**src/rtl/morse_rx_decoder.sv**
```systemverilog
// Morse receiver: times marks/spaces on an active-low key line, classifies dots/dashes,
// and emits S / O / unknown characters plus an S-O-S sequence flag.
module morse_rx_decoder #(
    parameter logic [15:0] T1MS        = 16'd49_999,
    parameter logic [9:0]  GLITCH_MS   = 10'd10,
    parameter logic [9:0]  DASH_MS     = 10'd250,
    parameter logic [9:0]  CHAR_GAP_MS = 10'd300
) (
    input  logic       CLK,
    input  logic       RSTn,
    input  logic       start_sig,
    input  logic       pin_in,
    output logic       done_sig,
    output logic [1:0] char_code,
    output logic [3:0] sym_bits,
    output logic [2:0] sym_cnt,
    output logic       sos_sig
);

    localparam logic [1:0] ST_IDLE = 2'd0;
    localparam logic [1:0] ST_MARK = 2'd1;
    localparam logic [1:0] ST_GAP  = 2'd2;
    localparam logic [1:0] ST_EMIT = 2'd3;

    localparam logic [1:0] CH_S = 2'b01;
    localparam logic [1:0] CH_O = 2'b10;
    localparam logic [1:0] CH_X = 2'b11;

    localparam logic [9:0] DUR_MAX = 10'h3FF;

    // Synchronizer and edge flags; the idle line level is high, so reset to 1.
    logic [1:0] sync_q;
    logic       pin_s;
    logic       pin_prev_q;
    logic       fall_q, rise_q;
    logic       edge_any;

    assign pin_s    = sync_q[1];
    assign edge_any = fall_q | rise_q;

    always_ff @(posedge CLK or negedge RSTn) begin
        if (!RSTn) begin
            sync_q     <= 2'b11;
            pin_prev_q <= 1'b1;
            fall_q     <= 1'b0;
            rise_q     <= 1'b0;
        end else begin
            sync_q     <= {sync_q[0], pin_in};
            pin_prev_q <= pin_s;
            fall_q     <= pin_prev_q & ~pin_s;
            rise_q     <= ~pin_prev_q & pin_s;
        end
    end

    // Millisecond timebase. Cleared on the registered edge flag so the FSM still
    // sees the finished duration in the same cycle it reacts to that edge.
    logic [1:0]  state_q, state_d;
    logic [15:0] presc_q, presc_d;
    logic [9:0]  dur_q, dur_d;
    logic        tick;

    assign tick = (presc_q == T1MS);

    always_comb begin
        presc_d = presc_q + 16'd1;
        if (tick || edge_any || state_q == ST_IDLE)
            presc_d = 16'd0;
    end

    always_comb begin
        dur_d = dur_q;
        if (edge_any)
            dur_d = 10'd0;
        else if (tick && dur_q != DUR_MAX)
            dur_d = dur_q + 10'd1;
    end

    always_ff @(posedge CLK or negedge RSTn) begin
        if (!RSTn) begin
            presc_q <= 16'd0;
            dur_q   <= 10'd0;
        end else begin
            presc_q <= presc_d;
            dur_q   <= dur_d;
        end
    end

    // Symbol accumulator, history and FSM
    logic [3:0] acc_bits_q, acc_bits_d;
    logic [2:0] acc_cnt_q, acc_cnt_d;
    logic       ovf_q, ovf_d;
    logic       pend_q, pend_d;
    logic [1:0] hist1_q, hist1_d;
    logic [1:0] hist2_q, hist2_d;
    logic       emit_go;
    logic [1:0] cur_code;

    always_comb begin
        cur_code = CH_X;
        if (!ovf_q && acc_cnt_q == 3'd3 && acc_bits_q == 4'b0000)
            cur_code = CH_S;
        else if (!ovf_q && acc_cnt_q == 3'd3 && acc_bits_q == 4'b0111)
            cur_code = CH_O;
    end

    always_comb begin
        state_d    = state_q;
        acc_bits_d = acc_bits_q;
        acc_cnt_d  = acc_cnt_q;
        ovf_d      = ovf_q;
        pend_d     = pend_q;
        hist1_d    = hist1_q;
        hist2_d    = hist2_q;
        emit_go    = 1'b0;

        case (state_q)
            ST_IDLE: begin
                // pend_q covers a mark that began in the cycle the gap expired.
                if (fall_q || (pend_q && !pin_s))
                    state_d = ST_MARK;
                pend_d = 1'b0;
            end
            ST_MARK: begin
                if (rise_q) begin
                    if (dur_q < GLITCH_MS) begin
                        state_d = (acc_cnt_q != 3'd0) ? ST_GAP : ST_IDLE;
                    end else begin
                        state_d = ST_GAP;
                        if (acc_cnt_q == 3'd4) begin
                            ovf_d = 1'b1;
                        end else begin
                            acc_bits_d[acc_cnt_q[1:0]] = (dur_q >= DASH_MS);
                            acc_cnt_d = acc_cnt_q + 3'd1;
                        end
                    end
                end
            end
            ST_GAP: begin
                if (dur_q >= CHAR_GAP_MS) begin
                    state_d = ST_EMIT;
                    emit_go = 1'b1;
                    pend_d  = fall_q;
                    hist2_d = hist1_q;
                    hist1_d = cur_code;
                end else if (fall_q) begin
                    state_d = ST_MARK;
                end
            end
            default: begin
                state_d    = ST_IDLE;
                acc_bits_d = 4'b0000;
                acc_cnt_d  = 3'd0;
                ovf_d      = 1'b0;
            end
        endcase

        if (!start_sig) begin
            state_d    = ST_IDLE;
            acc_bits_d = 4'b0000;
            acc_cnt_d  = 3'd0;
            ovf_d      = 1'b0;
            pend_d     = 1'b0;
            hist1_d    = 2'b00;
            hist2_d    = 2'b00;
            emit_go    = 1'b0;
        end
    end

    always_ff @(posedge CLK or negedge RSTn) begin
        if (!RSTn) begin
            state_q    <= ST_IDLE;
            acc_bits_q <= 4'b0000;
            acc_cnt_q  <= 3'd0;
            ovf_q      <= 1'b0;
            pend_q     <= 1'b0;
            hist1_q    <= 2'b00;
            hist2_q    <= 2'b00;
        end else begin
            state_q    <= state_d;
            acc_bits_q <= acc_bits_d;
            acc_cnt_q  <= acc_cnt_d;
            ovf_q      <= ovf_d;
            pend_q     <= pend_d;
            hist1_q    <= hist1_d;
            hist2_q    <= hist2_d;
        end
    end

    // Outputs are loaded on the way into EMIT, so done_sig is high during EMIT.
    logic       done_q, done_d;
    logic       sos_q, sos_d;
    logic [1:0] code_q, code_d;
    logic [3:0] bits_q, bits_d;
    logic [2:0] cnt_q, cnt_d;

    always_comb begin
        done_d = emit_go;
        sos_d  = emit_go && hist2_q == CH_S && hist1_q == CH_O && cur_code == CH_S;
        code_d = code_q;
        bits_d = bits_q;
        cnt_d  = cnt_q;
        if (emit_go) begin
            code_d = cur_code;
            bits_d = acc_bits_q;
            cnt_d  = acc_cnt_q;
        end
    end

    always_ff @(posedge CLK or negedge RSTn) begin
        if (!RSTn) begin
            done_q <= 1'b0;
            sos_q  <= 1'b0;
            code_q <= 2'b00;
            bits_q <= 4'b0000;
            cnt_q  <= 3'd0;
        end else begin
            done_q <= done_d;
            sos_q  <= sos_d;
            code_q <= code_d;
            bits_q <= bits_d;
            cnt_q  <= cnt_d;
        end
    end

    assign done_sig  = done_q;
    assign sos_sig   = sos_q;
    assign char_code = code_q;
    assign sym_bits  = bits_q;
    assign sym_cnt   = cnt_q;

endmodule

```
**config.mk**
```make
export PLATFORM = sky130hd
export DESIGN_NAME = morse_rx_decoder
export DESIGN_NICKNAME = d
export VERILOG_FILES = /design/src/rtl/morse_rx_decoder.sv
export SDC_FILE = /design/constraint.sdc
export NUM_CORES = 1
export LEC_CHECK = 0
export BUFFER_PORTS_ARGS = -buffer_cell sky130_fd_sc_hd__buf_2
export CORE_MARGIN = 3
export CORE_UTILIZATION = 65
export DETAILED_ROUTE_END_ITERATION = 10
export PLACE_DENSITY = 0.84
export REMOVE_ABC_BUFFERS = 1
export SYNTH_ARGS = -nofsm -noshare
export SYNTH_HDL_FRONTEND = slang
export SYNTH_SLANG_ARGS = --single-unit
```
**constraint.sdc**
```tcl
create_clock -name CLK -period 3.32 [get_ports CLK]
set_input_delay 0.166 -clock CLK [delete_from_list [all_inputs] [get_ports CLK]]
set_output_delay 0.166 -clock CLK [all_outputs]
set_load 0.02 [all_outputs]
```
==> run metrics <==
total track usage 0.218; Leak 1.38 nW; Final Hold Viols 0; WP buf/inv 0; Resize count post-CTS 0; cell count along the critical path 5; PD cells 439 nW/µm²; worst-path fanout max 12; crit-path max cell delay 0.56 ns; Slew HR 0.476; top_reg_cell synth dfrtp_1; WHS Path Cells 3; grt total ovfl 0; synthesized area per cell 10.8 µm²; num rows 23; hold_sp start_sig; Final ANT Viol Nets 0; clock sink count 57; H-tree levels 3; WL met3 159 µm; top cells by area, synth dfrtp_1 49%, xnor2_1 4.8%, nor2_1 4.5%, nand2_1 3.3%, ha_1 3.2%; area of the multi-input gates 1220 µm²; CP required 3.53 ns; RSZ-0062 raised after global routing no; port buffer count 14; Peak VDD IR 0.299 mV; vias per cell 5.71; worst endpoint data arrival time 2.33 ns; ant diodes 0; DR WL/cell 14.8 µm; Die Area 5060 µm²; reg-to-reg endpoint dur_q[8]; # DRC 0; nets@finish 286; Pins Over Slew Limit 0; post-synth top area share 0.490; area added between synthesis and finish 8.93%; 1st-iter DRT viols 125; cell family with most CP delay simple AND/OR/NAND/NOR gates; Syn Inst Count 256; register area 1430 µm²; top routing layer used met4; Hold Path Sink pend_q; Seq cells post-synth 57; worst reg2reg startpoint presc_q[10]; CP Cell Sequence nor4b_1 -> nand4_1 -> nor4_1 -> xnor2_1 -> nor2_1; Clock Tree Root clkbuf_8; Yosys warnings 0; Num CTS Buffers 9; startpoint types register; First-pass DRT Iterations 5; chip width 71.2 µm; routed wl met2 2.23 mm; CTS clk-pin slew, worst paths 0.06 ns; Max-Cap Viols 0; Final setup viols 0; count of cell types in the netlist 48; kind of critical path register to register; Fmax achieved 473 MHz; layout cells sized above 1 0.164; fin crit period 2.12 ns; pin count of the biggest net entering global routing 38; first-pass GRT wire length 8.42 mm; Fin Setup TNS 0 ns; FFs w/ async S/R, synth 1.00; initial antenna violation count 0; vias in the first global route 1805; Post-synth EDFFs 0; synth cell count leaders 54 x dfrtp_1, 33 x nor2_1, 24 x nand2_1; Total Wirelength 4.90 mm; wl on met1 2.37 mm; Critical Path Sink Type register; Layout Utilization 0.741; clk_lat worst skew 0.34 ns; top-count cell post-synth dfrtp_1; fin area 3010 µm²; reg2reg setup slack 1.20 ns; sequential area share after synthesis 0.518; placed instance area 2810 µm²; IO Count 15; Worst-Margin Slew 0.787 ns; Worst Clk Skew 0.00765 ns; cell accounting for the most synthesized area dfrtp_1; CTS tree yes; die span in y 71.2 µm; Clock Tree Buf Depth 2; hpwl dp 3.30 mm; area of the core 4060 µm²; Vias 1885; status finished, final reports clean; Register-to-Register Path Depth 5; Worst Hold Class primary input to register; # fillers 280; period utilization 0.637; synthesized area 2760 µm²; Initial Util 0.680; RePlAce Congestion 0.818; CP max stage cell nor4_1
## metal layers
layer / track usage / vias up
met5: 0 / -
met4: 0.125 / 0
met3: 0.0639 / 12
met2: 0.309 / 29
met1: 0.299 / 917
li1: - / 927
## power breakdown
group	switching, mW	leakage (nW)	internal (mW)	total, mW
combinational	0.0314	0.508	0.0120	0.0434
sequential	0.00549	0.782	0.702	0.707
clock	0.261	0.0932	0.308	0.569
total	0.298	1.38	1.02	1.32
## worst max path at each step
stage / endpoint / from / slack (ns)
floorplan: state_q[1] / dur_q[4] / 1.56
global placement: presc_q[3] / presc_q[4] / 1.41
detailed placement: dur_q[6] / presc_q[10] / 1.36
CTS: dur_q[8] / presc_q[10] / 1.22
global route: dur_q[8] / presc_q[10] / 1.04
finish: dur_q[8] / presc_q[10] / 1.20
## logic make-up (layout without fill, tap and decap cells)
group	after synthesis	count (layout)	share of synthesized area
compound gates	29	29	0.0734
xor+xnor	23	23	0.0730
fa+ha+maj	7	7	0.0317
buf+inv	16	40	0.0413
flops	57	57	0.518
mux	13	13	0.0503
simple gates	111	111	0.212
## placed cells by master (no fill, tap or decap), types with 8 or more instances in the layout
| cell type | Yosys | final |
|---|---|---|
| o21ai_0 | 8 | 8 |
| xor2_1 | 8 | 8 |
| and3_1 | 8 | 8 |
| dfrtp_1 | 54 | 54 |
| nand3_1 | 10 | 10 |
| clkbuf_8 | 2 | 11 |
| xnor2_1 | 15 | 15 |
| nor2_1 | 33 | 33 |
| buf_2 | 2 | 14 |
| nand2_1 | 24 | 24 |
## sequential cells by signal, summed over array words and instances (netlist names)
signal      cells
sync_q          2
sym_bits        4
acc_bits_q      4
dur_q          10
sos_sig         1
pin_prev_q      1
fall_q          1
presc_q        16
ovf_q           1
hist1_q         2
state_q         2
sym_cnt         3
acc_cnt_q       3
char_code       2
hist2_q         2
rise_q          1
pend_q          1
done_sig        1
## timing repair
| action | 4_1_cts | 5_1_grt |
|---|---|---|
| buffers inserted | 0 | 0 |
| hold buffers | 2 | 0 |
| hold endpoints to repair | 36 | 0 |
## layout make-up
| class | count | area share |
|---|---|---|
| flip-flops and latches | 57 | 0.476 |
| multi-input cells | 183 | 0.404 |
| clock inverters | 3 | 0.00499 |
| inverters | 7 | 0.00874 |
| repair buffers | 17 | 0.0325 |
| well taps | 50 | 0.0208 |
| clock buffers | 13 | 0.0529 |
## metrics by stage
stage / setup WS, ns / total power [mW] / instances / hold slack [ns]
global placement: 1.41 / 0.761 / 312 / 0.272
global route: 1.04 / 1.37 / 330 / 0.197
finish: 1.20 / 1.32 / 330 / 0.192
CTS: 1.22 / 1.33 / 330 / 0.165
floorplan: 1.56 / 0.738 / 247 / -0.130
detailed placement: 1.36 / 0.762 / 312 / 0.273
## worst register-to-register path, delay by kind of cell, from the launching register on
kind	cells	cell delay [ns]
DFF	1	0.44
and+or+nand+nor	4	1.37
xor gates and xnor gates	1	0.19
Note: power is estimated with default switching activity, not from simulation.
